<file path="src/rtl/clk_div_pkg.sv">
// Shared types and helpers for the run-time clock divider controller.
// Holds the controller state enum, the minimum legal ratio and the high-phase helper.
package clk_div_pkg;

    typedef enum logic [1:0] {
        IDLE,
        RUN,
        PEND,
        STOP
    } state_e;

    localparam int unsigned MIN_DIV = 2;

    // Widened so that D = 2^CNT_W-1 cannot overflow.
    function automatic int unsigned half_hi(input int unsigned d);
        return (d + 32'd1) >> 1;
    endfunction

endpackage

</file>
<file path="src/rtl/clk_div_cfg_ctrl_if.sv">
// Ratio request handshake between the config block and the divider controller.
// The config side is the master; the controller is the slave.
interface clk_div_cfg_ctrl_if #(
    parameter int CNT_W = 8
);
    import clk_div_pkg::*;

    logic             cfg_valid;
    logic [CNT_W-1:0] cfg_div;
    logic             cfg_ready;
    logic             cfg_err;

    modport master (
        output cfg_valid,
        output cfg_div,
        input  cfg_ready,
        input  cfg_err
    );

    modport slave (
        input  cfg_valid,
        input  cfg_div,
        output cfg_ready,
        output cfg_err
    );

endinterface

</file>
<file path="src/rtl/clk_div_wave.sv">
// Divided-clock waveform generator: period counter plus posedge/negedge phase registers.
// Odd ratios AND the two phases to get a high time of D/2 source periods.
module clk_div_wave
    import clk_div_pkg::*;
#(
    parameter int CNT_W = 8
) (
    input  logic             clk,
    input  logic             rst_n,
    input  logic             busy_i,
    input  logic             run_i,
    input  logic [CNT_W-1:0] div_i,
    output logic             wrap_o,
    output logic             clk_out_o
);

    logic [CNT_W-1:0] cnt_q;
    logic [CNT_W-1:0] cnt_d;
    logic             pos_q;
    logic             pos_d;
    logic             neg_q;

    assign wrap_o = busy_i && (cnt_q == div_i - CNT_W'(1));

    always_comb begin
        cnt_d = '0;
        if (busy_i && !wrap_o) begin
            cnt_d = cnt_q + CNT_W'(1);
        end
        pos_d = run_i && (32'(cnt_d) < half_hi(32'(div_i)));
    end

    always_ff @(posedge clk or negedge rst_n) begin
        if (!rst_n) begin
            cnt_q <= '0;
            pos_q <= 1'b0;
        end else begin
            cnt_q <= cnt_d;
            pos_q <= pos_d;
        end
    end

    always_ff @(negedge clk or negedge rst_n) begin
        if (!rst_n) begin
            neg_q <= 1'b0;
        end else begin
            neg_q <= pos_q;
        end
    end

    assign clk_out_o = div_i[0] ? (pos_q & neg_q) : pos_q;

endmodule

</file>
<file path="src/rtl/clk_div_cfg_ctrl.sv">
// Run-time divider controller: ratio handshake, glitch-free ratio switch and clean gating.
// Define CLK_DIV_PERIOD_CNT_EN to add the saturating period_cnt output.
module clk_div_cfg_ctrl
    import clk_div_pkg::*;
#(
    parameter int CNT_W   = 8,
    parameter int DEF_DIV = 5
) (
    input  logic                 clk,
    input  logic                 rst_n,
    input  logic                 en,
    clk_div_cfg_ctrl_if.slave    cfg,
    output logic                 clk_out,
    output logic [CNT_W-1:0]     div_active,
    output logic                 busy,
    output logic                 period_tick
`ifdef CLK_DIV_PERIOD_CNT_EN
    ,
    output logic [15:0]          period_cnt
`endif
);

    state_e           state_q;
    state_e           state_d;
    logic [CNT_W-1:0] div_q;
    logic [CNT_W-1:0] div_d;
    logic [CNT_W-1:0] pend_q;
    logic [CNT_W-1:0] pend_d;
    logic             pend_vld_q;
    logic             pend_vld_d;
    logic             err_q;
    logic             err_d;
    logic             xfer;
    logic             legal;
    logic             tick;

    assign cfg.cfg_ready = (state_q == IDLE) || (state_q == RUN);
    assign cfg.cfg_err   = err_q;
    assign xfer          = cfg.cfg_valid && cfg.cfg_ready;
    assign legal         = xfer && (32'(cfg.cfg_div) >= MIN_DIV);

    always_comb begin
        state_d    = state_q;
        div_d      = div_q;
        pend_d     = pend_q;
        pend_vld_d = pend_vld_q;
        err_d      = xfer && !legal;
        unique case (state_q)
            IDLE: begin
                if (legal) div_d = cfg.cfg_div;
                if (en) state_d = RUN;
            end
            RUN: begin
                if (legal) begin
                    pend_d     = cfg.cfg_div;
                    pend_vld_d = 1'b1;
                    state_d    = PEND;
                end
                if (!en) state_d = STOP;
            end
            PEND: begin
                if (tick) begin
                    div_d      = pend_q;
                    pend_vld_d = 1'b0;
                    state_d    = en ? RUN : STOP;
                end else if (!en) begin
                    state_d = STOP;
                end
            end
            STOP: begin
                // A ratio queued before en dropped still lands here.
                if (tick) begin
                    if (pend_vld_q) begin
                        div_d      = pend_q;
                        pend_vld_d = 1'b0;
                    end
                    state_d = en ? RUN : IDLE;
                end
            end
            default: state_d = IDLE;
        endcase
    end

    always_ff @(posedge clk or negedge rst_n) begin
        if (!rst_n) begin
            state_q    <= IDLE;
            div_q      <= CNT_W'(DEF_DIV);
            pend_q     <= '0;
            pend_vld_q <= 1'b0;
            err_q      <= 1'b0;
        end else begin
            state_q    <= state_d;
            div_q      <= div_d;
            pend_q     <= pend_d;
            pend_vld_q <= pend_vld_d;
            err_q      <= err_d;
        end
    end

    clk_div_wave #(
        .CNT_W(CNT_W)
    ) u_wave (
        .clk      (clk),
        .rst_n    (rst_n),
        .busy_i   (busy),
        .run_i    (state_d != IDLE),
        .div_i    (div_q),
        .wrap_o   (tick),
        .clk_out_o(clk_out)
    );

    assign busy        = (state_q != IDLE);
    assign div_active  = div_q;
    assign period_tick = tick;

`ifdef CLK_DIV_PERIOD_CNT_EN
    logic [15:0] pcnt_q;

    always_ff @(posedge clk or negedge rst_n) begin
        if (!rst_n) begin
            pcnt_q <= '0;
        end else if (div_d != div_q) begin
            pcnt_q <= '0;
        end else if (tick && (pcnt_q != 16'hFFFF)) begin
            pcnt_q <= pcnt_q + 16'd1;
        end
    end

    assign period_cnt = pcnt_q;
`endif

endmodule
</file>
<file path="src/flat_wrapper.sv">
// flat-port wrapper written by rule: the top's interface ports become plain ports
module clk_div_cfg_ctrl_flat import clk_div_pkg::*;
#(
    parameter int CNT_W   = 8,
    parameter int DEF_DIV = 5
)
  (clk, rst_n, en, clk_out, div_active, busy, period_tick, cfg_cfg_valid, cfg_cfg_div, cfg_cfg_ready, cfg_cfg_err);
  clk_div_cfg_ctrl_if #(.CNT_W(CNT_W)) cfg_i ();
  input  logic clk;
  input  logic rst_n;
  input  logic en;
  output logic clk_out;
  output logic [CNT_W-1:0] div_active;
  output logic busy;
  output logic period_tick;
  input wire logic [$bits(cfg_i.cfg_valid)-1:0] cfg_cfg_valid;
  input wire logic [$bits(cfg_i.cfg_div)-1:0] cfg_cfg_div;
  output wire logic [$bits(cfg_i.cfg_ready)-1:0] cfg_cfg_ready;
  output wire logic [$bits(cfg_i.cfg_err)-1:0] cfg_cfg_err;
  assign cfg_i.cfg_valid = cfg_cfg_valid;
  assign cfg_i.cfg_div = cfg_cfg_div;
  assign cfg_cfg_ready = cfg_i.cfg_ready;
  assign cfg_cfg_err = cfg_i.cfg_err;
  clk_div_cfg_ctrl #(.CNT_W(CNT_W), .DEF_DIV(DEF_DIV)) u_core (.clk(clk), .rst_n(rst_n), .en(en), .cfg(cfg_i), .clk_out(clk_out), .div_active(div_active), .busy(busy), .period_tick(period_tick));
endmodule
</file>
<file path="config.mk">
export PLATFORM = sky130hd
export DESIGN_NAME = clk_div_cfg_ctrl_flat
export DESIGN_NICKNAME = d
export VERILOG_FILES = /design/src/rtl/clk_div_pkg.sv /design/src/rtl/clk_div_cfg_ctrl_if.sv /design/src/rtl/clk_div_wave.sv /design/src/rtl/clk_div_cfg_ctrl.sv /design/src/flat_wrapper.sv
export SDC_FILE = /design/constraint.sdc
export NUM_CORES = 1
export LEC_CHECK = 0
export ABC_AREA = 0
export BUFFER_PORTS_ARGS = -buffer_cell sky130_fd_sc_hd__buf_2
export CAP_MARGIN = 20
export CORE_UTILIZATION = 40
export DETAILED_ROUTE_END_ITERATION = 10
export GPL_ROUTABILITY_DRIVEN = 0
export GPL_TIMING_DRIVEN = 0
export HOLD_SLACK_MARGIN = 0.02
export SYNTH_ARGS = -nofsm -noshare
export SYNTH_HDL_FRONTEND = slang
export SYNTH_HIERARCHICAL = 1
export SYNTH_SLANG_ARGS = --single-unit
</file>
<file path="constraint.sdc">
create_clock -name clk -period 5 [get_ports clk]
set_input_delay 1 -clock clk [delete_from_list [all_inputs] [get_ports clk]]
set_output_delay 1 -clock clk [all_outputs]
set_load 0.1 [all_outputs]
</file>
==> results.txt, run 1 <==
Outcome - completed
Multi-input logic area - 1120 µm²
Resized cells post-CTS - 0
Mapped Cells - 180
Initial antenna violation count - 0
Flop2flop setup slack - 1.50 ns
Max Buffers Root-to-Sink - 2
Synth warnings - 6
Setup Buffers After CTS - 0
Boundary pin count - 25
1st-iter DRT viols - 80
Seq cells post-synth - 30
Layout cells sized above 1 - 32.1%
Clock Tree Root - clkbuf_8
Slew Viols, Final - 0
Post-DRT Antenna Nets - 0
Worst reg2reg startpoint - u_core/div_active[4]
Critical path buffers and inverters - 1
Drt pass-1 iters - 4
Critical-path cell list - o21a_1 -> buf_2
TritonCTS clock tree - yes
Vias in the first global route - 1379
Synth Cell Area - 1950 µm²
Filler Cell Count - 442
Die area - 5160 µm²
Sequential area share after synthesis - 38.6%
Crit-path max FO - 1
Average cell area after synthesis - 10.8 µm²
Worst-margin pin slew - 0.675 ns
Die H - 71.8 µm
Setup CP Type - register to output pin
Layout Nets - 233
Hold buffer count at cts - 0
Register area - 753 µm²
Final hold viol count - 0
Post-synth EDFFs - 0
Residual DRC - 0
Clock Skew - 0.00967 ns
CP peak stage delay - 0.41 ns
Core box area - 4690 µm²
Fraction of registers with async set/reset - 100%
Final setup viols - 0
Clock latency on the worst-skew pair - 0.28 ns
Die Width - 71.8 µm
Routed len/inst - 15.2 µm
Worst setup EP type - output pin
Inserted Diodes - 0
Worst Path Arrival - 3.68 ns
Hold endpoint - u_core/pend_vld_q
CTS Buf Count - 5
DP Area - 2140 µm²
Register-to-Register Path Depth - 12
Worst EP required - 4.00 ns
R2r endpoint - u_core/u_wave/pos_q
Main synth FF type - dfrtp_1
Startpoint types - register
Dpl hpwl - 2.94 mm
Syn-to-layout area delta - 15.2%
Setup tns final - 0 ns
Hold Crit Start - u_core/pend_vld_q
Synth cell types - 42
Crit path max-delay family - buffers and inverters
Remaining global-route overflow - 0
Max cap viols - 0
Starting density of the core - 41.5%
Vias per inst - 5.31
First-pass GRT wire length - 6.68 mm
Rel. slew slack - 55.0%
# rows - 25
Syn Nets - 202
I/O Buffers - 24
Slowest CP cell - buf_2
Final WL - 4.04 mm
Clock sink total - 30
Fin area - 2250 µm²
Via count - 1412
RSZ-0062 raised after global routing - no
Hold WC Path Type - register to register
H-tree Lvls - 2
Largest net degree at the start of global routing - 31
Hold Path Depth - 1
GRT Resource Usage Total - 17.0%
Clock-pin slew on the worst setup and hold paths - 0.07 ns
-- registers in the layout, indices dropped and copies added, names as in the netlist --
| register | cells |
|---|---|
| u_core/div_active | 8 |
| u_core/pend_q | 8 |
| u_core/u_wave/cnt_q | 8 |
| u_core/state_q | 2 |
| u_core/cfg.cfg_err | 1 |
| u_core/pend_vld_q | 1 |
| u_core/u_wave/neg_q | 1 |
| u_core/u_wave/pos_q | 1 |
-- routing by layer --
layer	global-route usage (%)	part of all wire, %	vias to the layer above	routed length, µm
li1	-	-	704	-
met1	23.8	51	679	2070
met2	26.1	44	25	1790
met3	3.52	3.4	4	138
met4	5.88	1.0	0	42
met5	0	0	-	0
-- final cells by class --
type / count / share of cell area [%]
clock buffers: 5 / 3.06
well taps: 54 / 3.01
flip-flops and latches: 30 / 33.5
multi-input cells: 136 / 50.1
clock inverters: 3 / 1.78
repair buffers: 24 / 5.35
inverters: 8 / 1.34
plain buffers: 6 / 1.84
-- through the flow --
step	setup slack, ns	std cells	util, %	hold WS (ns)
final	0.320	266	47.9	0.495
after global routing	0.292	266	47.9	0.518
after CTS	0.308	266	47.9	0.494
after detailed placement	0.620	258	45.5	0.479
after global placement	0.620	258	45.5	0.472
after floorplan	0.413	180	-	0.457
-- cell families (layout without fill, tap and decap cells) --
family	count (synthesis)	count (layout)	share of synthesized area [%]
flops	30	30	38.6
mux	24	24	15.2
compound gates	23	23	10.4
fa+ha+maj	10	10	6.42
buf+inv	14	46	3.66
simple gates	58	58	16.2
xor+xnor	21	21	9.44
-- how the worst max path moves through the flow --
stage                        start      end  slack, ns  cells after the start
2_1_floorplan  u_core/u_wave/neg_q  clk_out       0.41                      1
3_3_place_gp   u_core/u_wave/neg_q  clk_out       0.62                      2
3_5_place_dp   u_core/u_wave/neg_q  clk_out       0.62                      2
4_1_cts        u_core/u_wave/neg_q  clk_out       0.31                      2
5_1_grt        u_core/u_wave/neg_q  clk_out       0.29                      2
6_report       u_core/u_wave/neg_q  clk_out       0.32                      2
-- synthesized netlist by cell type, types with 2 or more instances --
master | n | area share [%]
inv_1 | 8 | 1.5
or3_1 | 2 | 0.64
and3_1 | 8 | 2.6
dfrtp_1 | 27 | 35
nor2_1 | 15 | 2.9
nand2b_1 | 2 | 0.64
nand2_1 | 3 | 0.58
clkbuf_1 | 3 | 0.58
nand3_1 | 10 | 2.6
nor2b_1 | 4 | 1.3
a21oi_1 | 5 | 1.3
ha_1 | 10 | 6.4
mux2_2 | 17 | 9.8
o31a_1 | 2 | 0.90
xnor2_1 | 7 | 3.1
mux2_4 | 7 | 5.4
o21a_1 | 3 | 1.2
dfstp_2 | 2 | 2.7
buf_6 | 2 | 1.2
o21ai_0 | 2 | 0.51
nor3_1 | 7 | 1.8
xor2_1 | 14 | 6.3
-- cells in the final DEF, fill, tap and decap left out, types with 8 or more instances in the layout --
master,n
buf_2,24
xor2_1,14
ha_1,10
nand3_1,10
and3_1,8
mux2_2,17
nor2_1,15
dfrtp_1,27
inv_1,8
-- worst register-to-register path, cell delays in order, from the launching register on --
cell,delay [ns]
dfrtp_1,0.39
clkbuf_1,0.21
or4_4,0.55
nor3_1,0.22
nor3_1,0.12
o41ai_4,0.63
nor2_1,0.15
ha_1,0.32
o21ai_0,0.08
nand2b_1,0.08
a21oi_1,0.06
or3_1,0.34
o211a_1,0.23
Power of run 1 is left out: the tool's default activity adds up to more than one toggle a clock period on the data nets, which glitch-free logic cannot reach.
==> run 2, diff against run 1 <==
--- a/config.mk
+++ b/config.mk
@@ -8,11 +8,14 @@
 export ABC_AREA = 0
 export BUFFER_PORTS_ARGS = -buffer_cell sky130_fd_sc_hd__buf_2
 export CAP_MARGIN = 20
+export CELL_PAD_IN_SITES_DETAIL_PLACEMENT = 0
+export CELL_PAD_IN_SITES_GLOBAL_PLACEMENT = 1
 export CORE_UTILIZATION = 40
 export DETAILED_ROUTE_END_ITERATION = 10
 export GPL_ROUTABILITY_DRIVEN = 0
 export GPL_TIMING_DRIVEN = 0
 export HOLD_SLACK_MARGIN = 0.02
+export PLACE_DENSITY_LB_ADDON = 0.1
 export SYNTH_ARGS = -nofsm -noshare
 export SYNTH_HDL_FRONTEND = slang
 export SYNTH_HIERARCHICAL = 1
==> results.txt, run 2 (synthesis results as in run 1) <==
Outcome - completed (unchanged)
Inserted Diodes - 0 (unchanged)
RSZ-0062 raised after global routing - no (unchanged)
Most frequent cells in the layout - dfrtp_1 (27), buf_2 (24), mux2_2 (17) (unchanged)
Multi-input logic area - 1120 µm² (unchanged)
Dpl hpwl - 3.22 mm (was 2.94 mm)
Routed len/inst - 16.3 µm (was 15.2 µm)
# rows - 25 (unchanged)
Max Buffers Root-to-Sink - 2 (unchanged)
CTS Buf Count - 5 (unchanged)
Layout Nets - 233 (unchanged)
Crit-path max FO - 1 (unchanged)
Syn-to-layout area delta - 16.9% (was 15.2%)
Rel. slew slack - 53.3% (was 55.0%)
Final hold viol count - 0 (unchanged)
WHS - 0.487 ns (was 0.495 ns)
Setup Buffers After CTS - 0 (unchanged)
Boundary pin count - 25 (unchanged)
Die H - 71.8 µm (unchanged)
Startpoint types - register (unchanged)
I/O Buffers - 24 (unchanged)
Clock Skew - 0.00977 ns (was 0.00967 ns)
Clock-pin slew on the worst setup and hold paths - 0.06 ns (was 0.07 ns)
Die area - 5160 µm² (unchanged)
Post-DRT Antenna Nets - 0 (unchanged)
Vias in the first global route - 1484 (was 1379)
Filler Cell Count - 473 (was 442)
Remaining global-route overflow - 0 (unchanged)
First-pass GRT wire length - 7.17 mm (was 6.68 mm)
Residual DRC - 0 (unchanged)
Final WL - 4.33 mm (was 4.04 mm)
Hold buffer count at cts - 0 (unchanged)
Drt pass-1 iters - 4 (unchanged)
Die Width - 71.8 µm (unchanged)
Core box area - 4690 µm² (unchanged)
Most common cell after layout, fill and taps aside - dfrtp_1 (unchanged)
Setup CP Type - register to output pin (unchanged)
GRT Resource Usage Total - 18.3% (was 17.0%)
Worst setup EP type - output pin (unchanged)
Setup tns final - 0 ns (unchanged)
Worst Path Arrival - 3.68 ns (about the same)
Resized cells post-CTS - 0 (unchanged)
Initial antenna violation count - 0 (unchanged)
Via count - 1461 (was 1412)
Largest net degree at the start of global routing - 31 (unchanged)
Clock latency on the worst-skew pair - 0.28 ns (about the same)
Worst EP required - 4.00 ns (about the same)
Hold WC Path Type - register to register (unchanged)
Final setup viols - 0 (unchanged)
Clock sink total - 30 (unchanged)
Clock Tree Root - clkbuf_8 (unchanged)
Vias per inst - 5.49 (was 5.31)
Worst-margin pin slew - 0.701 ns (was 0.675 ns)
Layout cells sized above 1 - 32.1% (unchanged)
TritonCTS clock tree - yes (unchanged)
Slew Viols, Final - 0 (unchanged)
Max cap viols - 0 (unchanged)
Register area - 753 µm² (unchanged)
1st-iter DRT viols - 37 (was 80)
Fin area - 2280 µm² (was 2250 µm²)
H-tree Lvls - 2 (unchanged)
Starting density of the core - 41.5% (unchanged)
DP Area - 2140 µm² (unchanged)
==> run 2: final timing paths <==
kind | to | from | slack, ns | cells past startpoint
worst min-delay path | u_core/pend_vld_q | u_core/pend_vld_q | 0.49 | 1
worst max-delay path | clk_out | u_core/u_wave/neg_q | 0.32 | 2
worst min register to register | u_core/pend_vld_q | u_core/pend_vld_q | 0.49 | 1
max in group asynchronous | u_core/u_wave/neg_q | rst_n | 1.38 | 1
min in group asynchronous | u_core/u_wave/cnt_q[2] | rst_n | 0.77 | 1
worst max register to register | u_core/u_wave/pos_q | u_core/div_active[4] | 1.45 | 11
==> run 2: worst max-delay path, cell delays in order (launching register included) <==
cell and delay [ns]:
dfrtn_1 0.39, o21a_1 0.10, buf_2 0.41
==> run 2: through the flow <==
| step | worst slack, ns | instances | utilization (%) |
|---|---|---|---|
| after floorplan | 0.413 | 180 | - |
| after global placement | 0.617 | 258 | 45.5 |
| after detailed placement | 0.611 | 258 | 45.5 |
| after CTS | 0.302 | 266 | 48.6 |
| after global routing | 0.275 | 266 | 48.6 |
| final | 0.320 | 266 | 48.6 |
==> run 2: per-layer routing <==
layer,vias to the layer above,share of wire (%),global-route usage [%],wire [µm]
met5,-,0,0,0
met4,0,0.67,5.45,29
met3,2,4.7,5.20,202
met2,36,46,28.3,1980
met1,717,49,25.0,2120
li1,706,-,-,-
==> run 2: final cells by class <==
cell class | count | share of cell area [%]
Inverter | 8 | 1.32
Clock buffer | 6 | 3.62
Sequential cell | 30 | 33.0
Tap cell | 54 | 2.96
Buffer | 6 | 1.81
Timing Repair Buffer | 24 | 5.27
Multi-Input combinational cell | 136 | 49.3
Clock inverter | 2 | 2.63
Power of run 2 is left out for the same reason.
